--- config.mk ---
export PLATFORM = sky130hd
export DESIGN_NAME = z_sequencer
export DESIGN_NICKNAME = d
export VERILOG_FILES = /design/src/rtl/z_sequencer_pkg.sv /design/src/rtl/z_seq_counter.sv /design/src/rtl/z_sequencer.sv
export SDC_FILE = /design/constraint.sdc
export NUM_CORES = 1
export LEC_CHECK = 0
export CORE_MARGIN = 2
export CORE_UTILIZATION = 30
export DETAILED_ROUTE_END_ITERATION = 8
export PLACE_DENSITY_LB_ADDON = 0.2
export SLEW_MARGIN = 30
export SYNTH_ARGS = -nofsm -noshare
export SYNTH_HDL_FRONTEND = slang
export SYNTH_HIERARCHICAL = 1
export SYNTH_SLANG_ARGS = --single-unit
--- constraint.sdc ---
create_clock -name clk -period 5.7 [get_ports clk]
set_clock_uncertainty 0.1 [all_clocks]
set_input_delay 0.57 -clock clk [delete_from_list [all_inputs] [get_ports clk]]
set_output_delay 0.57 -clock clk [all_outputs]
set_load 0.03 [all_outputs]
--- src/rtl/z_sequencer_pkg.sv ---
// Shared definitions for the z accumulation sequencer: FSM encoding,
// layer-default dimensions and the width helper used for index ports.
package z_sequencer_pkg;

  localparam int DEF_AWIDTH   = 10;
  localparam int DEF_N_IN     = 4;
  localparam int DEF_N_NEURON = 16;

  typedef enum logic [2:0] {
    ST_IDLE    = 3'd0,
    ST_LD_ADDR = 3'd1,
    ST_BIAS    = 3'd2,
    ST_MAC     = 3'd3,
    ST_FWD     = 3'd4,
    ST_DONE    = 3'd5
  } seq_state_e;

  // ceil(log2(value)), never below 1 so a count of 1 still yields a legal port
  function automatic int clog2_min1(input int value);
    int width;
    width = 1;
    while ((32'sd1 << width) < value) begin
      width = width + 1;
    end
    return width;
  endfunction

endpackage

--- src/rtl/z_seq_counter.sv ---
// Up-counter with enable, synchronous clear (priority over enable) and a
// terminal-count flag raised while the count equals TERM.
module z_seq_counter #(
  parameter int WIDTH = 2,
  parameter int TERM  = 3
) (
  input  logic             clk,
  input  logic             reset,
  input  logic             clr,
  input  logic             en,
  output logic [WIDTH-1:0] count,
  output logic             tc
);

  localparam logic [WIDTH-1:0] TERM_VAL = WIDTH'(TERM);
  localparam logic [WIDTH-1:0] ONE_VAL  = WIDTH'(1);

  logic [WIDTH-1:0] count_r;

  // count register: clear wins over enable, otherwise hold
  always_ff @(posedge clk or negedge reset) begin
    if (!reset) begin
      count_r <= {WIDTH{1'b0}};
    end else if (clr) begin
      count_r <= {WIDTH{1'b0}};
    end else if (en) begin
      count_r <= count_r + ONE_VAL;
    end else begin
      count_r <= count_r;
    end
  end

  assign count = count_r;
  assign tc    = (count_r == TERM_VAL);

endmodule

--- src/rtl/z_sequencer.sv ---
// Layer sequencer for the z datapath: walks every neuron of a layer, issuing
// the weight-BRAM addresses and the sel / enable_prev / enable_out strobes so
// the datapath loads the bias then accumulates N_IN products per neuron.
// All outputs are flops; strobes are decoded from the next state.
module z_sequencer
  import z_sequencer_pkg::*;
#(
  parameter int AWIDTH   = DEF_AWIDTH,
  parameter int N_IN     = DEF_N_IN,
  parameter int N_NEURON = DEF_N_NEURON,
  parameter int KWIDTH   = clog2_min1(N_IN),
  parameter int NWIDTH   = clog2_min1(N_NEURON)
) (
  input  logic              clk,
  input  logic              reset,
  input  logic              start,
  input  logic [AWIDTH-1:0] base_addr,
  output logic [AWIDTH-1:0] bram_addr,
  output logic [KWIDTH-1:0] k_idx,
  output logic              sel,
  output logic              enable_prev,
  output logic              enable_out,
  output logic [NWIDTH-1:0] neuron_idx,
  output logic              z_valid,
  output logic              busy,
  output logic              done
);

  // distance between consecutive neuron records: bias plus N_IN weights
  localparam logic [AWIDTH-1:0] STRIDE   = AWIDTH'(N_IN + 1);
  localparam logic [AWIDTH-1:0] ADDR_ONE = AWIDTH'(1);

  seq_state_e        state_r;
  seq_state_e        state_nxt_s;
  logic [AWIDTH-1:0] bias_addr_r;
  logic [AWIDTH-1:0] bias_addr_nxt_s;
  logic [AWIDTH-1:0] bram_addr_r;
  logic [AWIDTH-1:0] bram_addr_nxt_s;
  logic              term_clr_s;
  logic              term_en_s;
  logic              term_tc_s;
  logic [KWIDTH-1:0] term_cnt_s;
  logic              nrn_clr_s;
  logic              nrn_en_s;
  logic              nrn_tc_s;
  logic [NWIDTH-1:0] nrn_cnt_s;
  logic              sel_r;
  logic              enable_prev_r;
  logic              enable_out_r;
  logic              z_valid_r;
  logic              busy_r;
  logic              done_r;

  z_seq_counter #(
    .WIDTH (KWIDTH),
    .TERM  (N_IN - 1)
  ) u_term_cnt (
    .clk   (clk),
    .reset (reset),
    .clr   (term_clr_s),
    .en    (term_en_s),
    .count (term_cnt_s),
    .tc    (term_tc_s)
  );

  z_seq_counter #(
    .WIDTH (NWIDTH),
    .TERM  (N_NEURON - 1)
  ) u_nrn_cnt (
    .clk   (clk),
    .reset (reset),
    .clr   (nrn_clr_s),
    .en    (nrn_en_s),
    .count (nrn_cnt_s),
    .tc    (nrn_tc_s)
  );

  // state, current bias address and BRAM address registers
  always_ff @(posedge clk or negedge reset) begin
    if (!reset) begin
      state_r     <= ST_IDLE;
      bias_addr_r <= {AWIDTH{1'b0}};
      bram_addr_r <= {AWIDTH{1'b0}};
    end else begin
      state_r     <= state_nxt_s;
      bias_addr_r <= bias_addr_nxt_s;
      bram_addr_r <= bram_addr_nxt_s;
    end
  end

  // next-state, counter control and next BRAM address
  always_comb begin
    state_nxt_s     = state_r;
    bias_addr_nxt_s = bias_addr_r;
    bram_addr_nxt_s = bram_addr_r;
    term_clr_s      = 1'b0;
    term_en_s       = 1'b0;
    nrn_clr_s       = 1'b0;
    nrn_en_s        = 1'b0;
    case (state_r)
      ST_IDLE: begin
        if (start) begin
          // base_addr is captured here; later changes do not affect the pass
          bias_addr_nxt_s = base_addr;
          bram_addr_nxt_s = base_addr;
          nrn_clr_s       = 1'b1;
          state_nxt_s     = ST_LD_ADDR;
        end else begin
          state_nxt_s = ST_IDLE;
        end
      end
      ST_LD_ADDR: begin
        // bias is on the bus now; point at weight 0 for the first MAC
        bram_addr_nxt_s = bias_addr_r + ADDR_ONE;
        term_clr_s      = 1'b1;
        state_nxt_s     = ST_BIAS;
      end
      ST_BIAS: begin
        state_nxt_s = ST_MAC;
      end
      ST_MAC: begin
        if (!term_tc_s) begin
          bram_addr_nxt_s = bram_addr_r + ADDR_ONE;
          state_nxt_s     = ST_FWD;
        end else begin
          state_nxt_s = ST_DONE;
        end
      end
      ST_FWD: begin
        term_en_s   = 1'b1;
        state_nxt_s = ST_MAC;
      end
      ST_DONE: begin
        if (!nrn_tc_s) begin
          nrn_en_s        = 1'b1;
          bias_addr_nxt_s = bias_addr_r + STRIDE;
          bram_addr_nxt_s = bias_addr_r + STRIDE;
          state_nxt_s     = ST_LD_ADDR;
        end else begin
          state_nxt_s = ST_IDLE;
        end
      end
      default: begin
        state_nxt_s = ST_IDLE;
      end
    endcase
  end

  // Moore output flops decoded from the state about to be entered
  always_ff @(posedge clk or negedge reset) begin
    if (!reset) begin
      sel_r         <= 1'b0;
      enable_prev_r <= 1'b0;
      enable_out_r  <= 1'b0;
      z_valid_r     <= 1'b0;
      busy_r        <= 1'b0;
      done_r        <= 1'b0;
    end else begin
      sel_r         <= (state_nxt_s == ST_BIAS);
      enable_prev_r <= (state_nxt_s == ST_BIAS) || (state_nxt_s == ST_FWD);
      enable_out_r  <= (state_nxt_s == ST_MAC);
      z_valid_r     <= (state_nxt_s == ST_DONE);
      busy_r        <= (state_nxt_s != ST_IDLE);
      // neuron count is stable on entry to DONE, so tc marks the last neuron
      done_r        <= (state_nxt_s == ST_DONE) && nrn_tc_s;
    end
  end

  assign bram_addr   = bram_addr_r;
  assign k_idx       = term_cnt_s;
  assign neuron_idx  = nrn_cnt_s;
  assign sel         = sel_r;
  assign enable_prev = enable_prev_r;
  assign enable_out  = enable_out_r;
  assign z_valid     = z_valid_r;
  assign busy        = busy_r;
  assign done        = done_r;

endmodule

-- Word level (Yosys, flattened, before mapping)
Index checks and enable logic that the tools add are counted.
- multiplexer cells: 19
- eq/ne operators: 14
- add/subtract/negate cells: 5
- reduce and logical (&&, ||, !) cells: 11
- operators with widths (operator ; count):
    $pmux 10 s4 ; 1
    $mux 10 ; 3
    $add 10x1->10 const B ; 2
    $pmux 10 s2 ; 1
    $pmux 3 s5 ; 1
    $eq 3x2->1 const B ; 4
    $eq 3x3->1 const B ; 4
    $add 10x3->10 const B ; 1
    $mux 1 ; 9
    $mux 4 ; 2
    $ne 2x2->1 const B ; 3
    $reduce_bool 2->1 ; 3
    $add 4x1->4 const B ; 1
    $eq 4x4->1 const B ; 1
    $mux 2 ; 2
    $reduce_and 4->1 ; 1
    $reduce_bool 4->1 ; 1
    $eq 3x1->1 const B ; 1
    $logic_not 3->1 ; 1
    $reduce_and 3->1 ; 1
    $reduce_bool 3->1 ; 1
    $add 2x1->2 const B ; 1
    $eq 2x2->1 const B ; 1
    $reduce_or 2->1 ; 1
    other kinds (2) ; 2
- output and inout bits: 22
- logic and storage cells: 60
- register bits after elaboration: 35
- input bits: 13

-- Depth between registers and ports, before layout
- depth in word-level cells: 5
- gate-level depth with buffers: 11
- depth with buffers taken out: 10

-- Modules after synthesis
The synthesis kept the hierarchy.
- modules (own cells, without submodules) (module ; sequential area each (µm²) ; cells an instance ; instances ; area an instance (µm²)):
    z_sequencer ; 725.7 ; 249 ; 1 ; 2026.9
    z_seq_counter (u_nrn_cnt) ; 100.1 ; 17 ; 1 ; 198.9
    z_seq_counter (u_term_cnt) ; 50.0 ; 7 ; 1 ; 88.8

-- Worst setup path before layout
Ideal clock, no wire load.
- kind: register -> register
- from: register state_r[2]
- to: register bram_addr_r[8] (netlist: bram_addr[8])
- data required time: 5.518 ns
- data arrival time: 1.910 ns
- stages on the path, launching flop included: 12
- period minus slack after synthesis: 2.092 ns
- slack: 3.608 ns
- path buffers: 1
- cell sequence: dfrtp_1 > nand3b_2 > inv_2 > buf_4 > nand2_1 > nand2_1 > ha_1 > nand2_1 > nor3_1 > xor2_1 > nand2_1 > a31oi_1
- word-level cells in the longest chain between the ends: 3
- RTL lines (item ; line ; RTL):
    start, declared ; z_sequencer.sv:33 ; seq_state_e state_r;
    start signal, assigned ; z_sequencer.sv:85 ; state_r <= state_nxt_s;
    $eq 3x3->1 (tied with other cells) ; z_sequencer.sv:100 ; case (state_r)
    $reduce_bool 4->1 (no source line) or $ne 2x2->1 (tied branches) ; - ;
    $reduce_and 4->1 (no source line) ; - ;
    end signal, assigned ; z_sequencer.sv:83 ; bram_addr_r <= {AWIDTH{1'b0}};
    end signal, assigned ; z_sequencer.sv:87 ; bram_addr_r <= bram_addr_nxt_s;
    end, declared ; z_sequencer.sv:37 ; logic [AWIDTH-1:0] bram_addr_r;
Parallel ways exist; a longest one is shown, timed or not.
A chain may end at the register's enable or synchronous reset.

-- Worst setup path in the final report
- from: register state_r[1]
- to: register bram_addr_r[8] (netlist: bram_addr[8])
Same word-level chain as after synthesis.

==> flow_summary_export.csv <==
group,metric,value,unit
outcome,status,"finished clean",
setup_path,startpoint_type,"flop",
drt,met1_length,2920,um
timing,finalCritPeriodShare,47.3,%
clock_network,clock_latency,290,ps
yosys,synth.top_cells.by_area,"dfrtp_1, nand2_1, a21oi_1",
layout,final_cell_area,2800,um2
timing,layout_setup_ws,3000,ps
layout,final_layout_size_suffix_gt1_share,7.69,%
yosys,synth_cells,273,
timing,finalSetupViolCount,0,
power,p_leak,1.14,nW
timing,finalHoldViolations,0,
yosys,synth-simple-area-share,24.8,%
yosys,synth_compound_area_share,22.4,%
clock_network,cts_buffers,5,
clock_network,numClockSinks,35,
global_routing,grt_max_degree,36,
drt,wl_met2,2910,um
timing,fmax,371,MHz
place,postPlaceCellArea,2690,um2
die,core_area,7610,um2
yosys,synth-main-ff-cell,"dfrtp_1",
die,start_util,30.4,%
setup_path,crit_fanout,22,
yosys,synth_top_area_cell,"dfrtp_1",
clock_network,holdBufCountCts,0,
drt,via_per_inst,5.21,
setup_path,crit_required,5810,ps
place,placed_cells,394,
setup_path,worst_setup_path_end_kind,"flop",
yosys,syn_nets,290,
layout,fillers,799,
yosys,synth_seq_area_share,37.8,%
place,gp_congestion,0.918,
die,ioPinCount,35,
place,port_buffers,34,
setup_path,cp.arrival,2800,ps
layout,diodes,0,
drt,highest_layer,"met4",
yosys,synth_area_per_cell,8.48,um2
yosys,synthAdderAreaFrac,2.16,%
drt,drc,0,
timing,slew_headroom,45.1,%
timing,tightest_slew,824,ps
drt,ant_nets,0,
yosys,ys_ff_latch,35,
layout,final_cells,401,
power,power_density,594,nW/um2
yosys,yosysWarnings,6,
die,die-area,8430,um2
timing,drv_slew,0,
die,die_h,91.8,um
timing,min_period,2700,ps
drt,routed-via-count,2091,
layout,area_delta_synth_final,21.0,%
global_routing,grt_antenna_before_repair,0,
yosys,synth_top_family_by_area,"simple AND/OR/NAND/NOR gates",
die,fp-row-count,32,
yosys,ys_types,53,
yosys,synth-xor-area-share,4.92,%
yosys,ys_async_sr_fraction,100,%
flow_run,maxCapViolCount,0,
global_routing,grt_remaining_overflow,0,
clock_network,clkTransAtPathRegs,80,ps
global_routing,grt_use_total,15.4,%
yosys,synth_top_area_share,37.8,%
hold_path,hold_class,"in2async",
drt,totalWireLength,6230,um
clock_network,clockBufferDepth,2,
clock_network,post-cts-setup-buffers,0,
place,pre_cts_slack,3060,ps
die,die_w,91.8,um
clock_network,clock-root-buffer,"clkbuf_8",
yosys,synth_mux_area_share,2.81,%
drt,met3WireLength,308,um
timing,setup_tns,0,ps
layout,final_cell_mix,"nand2_1, dfrtp_1, clkdlybuf4s50_1, nor2_1, a21oi_1",
global_routing,grt_pass1_vias,1971,
power,max-vdd-ir-drop,0.000135,V
place,dp_hpwl,4630,um
drt,drtPass1Iterations,5,
drt,first_iter_violations,151,
setup_path,path_class,"reg2reg",
global_routing,grt_pass1_wl,10300,um
layout,nets,316,
yosys,synthesis.area,2310,um2
clock_network,htreeDepth,2,
clock_network,post_cts.resized_instances,0,
timing,rsz0062_at_grt,"false",
clock_network,tritoncts,"yes",
drt,wl_per_cell,15.5,um
yosys,synth_edf_count,0,
report_power, final:
group / switching [W] / total (W) / internal, W
Clock: 0.0000920 / 0.000220 / 0.000128
Sequential: 0.000204 / 0.000558 / 0.000354
Combinational: 0.000520 / 0.000887 / 0.000366
Total: 0.000817 / 0.00166 / 0.000848
cell usage after synthesis, types with 2 or more instances:
| master | count |
|---|---|
| dfrtp_1 | 35 |
| nand3b_1 | 2 |
| xor2_1 | 5 |
| nor2b_1 | 2 |
| o21ai_0 | 8 |
| ha_1 | 4 |
| o22ai_1 | 9 |
| a221oi_1 | 6 |
| nand2_1 | 35 |
| a22o_1 | 3 |
| a21oi_1 | 21 |
| buf_4 | 4 |
| o21ai_1 | 6 |
| nor3_1 | 5 |
| nand3_1 | 10 |
| buf_2 | 10 |
| o221ai_1 | 2 |
| a21oi_2 | 2 |
| o2111ai_1 | 2 |
| nor4_1 | 3 |
| nand4_1 | 3 |
| nand2b_1 | 6 |
| nor2_1 | 27 |
| or3_1 | 3 |
| inv_2 | 2 |
| inv_1 | 7 |
| o21a_1 | 2 |
| xnor2_1 | 8 |
| o31ai_1 | 2 |
| o211ai_1 | 3 |
| a31oi_1 | 5 |
| and3_1 | 6 |
| mux2i_1 | 5 |
area by class of cell:
| class | instances | area [um2] | share of cell area (%) |
|---|---|---|---|
| multi-input combinational | 214 | 1320 | 47.2 |
| sequential | 35 | 876 | 31.3 |
| timing repair buffer | 34 | 335 | 12.0 |
| tap | 102 | 128 | 4.56 |
| clock buffer | 5 | 68.8 | 2.46 |
| clock inverter | 2 | 37.5 | 1.34 |
| inverter | 9 | 33.8 | 1.21 |
sequential cells by signal, indices dropped and copies added (netlist names):
signal	flops
enable_prev	1
bram_addr	10
bias_addr_r	10
u_term_cnt/count	2
busy	1
z_valid	1
u_nrn_cnt/count	4
done	1
sel	1
state_r	3
enable_out	1
critical path, cell delays in order (launching register included):
cell and delay (ps):
dfrtp_1 760, nand3b_2 330, inv_2 260, nand2_1 80, nand2_1 70, ha_1 280
nand2_1 140, nor3_1 230, xor2_1 160, nand2_1 70, a31oi_1 120
worst paths after layout:
kind	endpoint	slack, ps	from	cells past startpoint
setup / recovery	bram_addr[8]$_DFFE_PN0P_	3000	state_r[1]$_DFF_PN0_	10
hold / removal	u_nrn_cnt/count[0]$_DFFE_PN0P_	280	reset	1
setup reg to reg	bram_addr[8]$_DFFE_PN0P_	3000	state_r[1]$_DFF_PN0_	10
hold reg to reg	u_term_cnt/count[1]$_DFFE_PN0P_	460	u_term_cnt/count[1]$_DFFE_PN0P_	2
max in group asynchronous	bram_addr[5]$_DFFE_PN0P_	4700	reset	1
min in group clk	u_term_cnt/count[1]$_DFFE_PN0P_	460	u_term_cnt/count[1]$_DFFE_PN0P_	2
logic make-up after synthesis:
group / after synthesis
and+or+nand+nor: 113
AOI/OAI and AO/OA: 78
DFF: 35
buffers and inverters: 24
xor gates and xnor gates: 13
muxes: 6
adders and majority gates: 4
through the flow:
step	total power [W]	utilization, %	hold slack [ps]
2_1_floorplan	0.00117	-	174
6_report	0.00166	36.8	276
3_5_place_dp	0.00145	35.4	450
3_3_place_gp	0.00144	35.4	452
4_1_cts	0.00167	36.8	300
5_1_grt	0.00180	36.8	340
per-layer routing:
layer / track usage [%] / vias to the layer above
li1: - / 1037
met1: 22.1 / 988
met2: 24.1 / 58
met3: 2.47 / 8
met4: 3.98 / 0
met5: 0 / -
(Power assumes the default switching activity.)
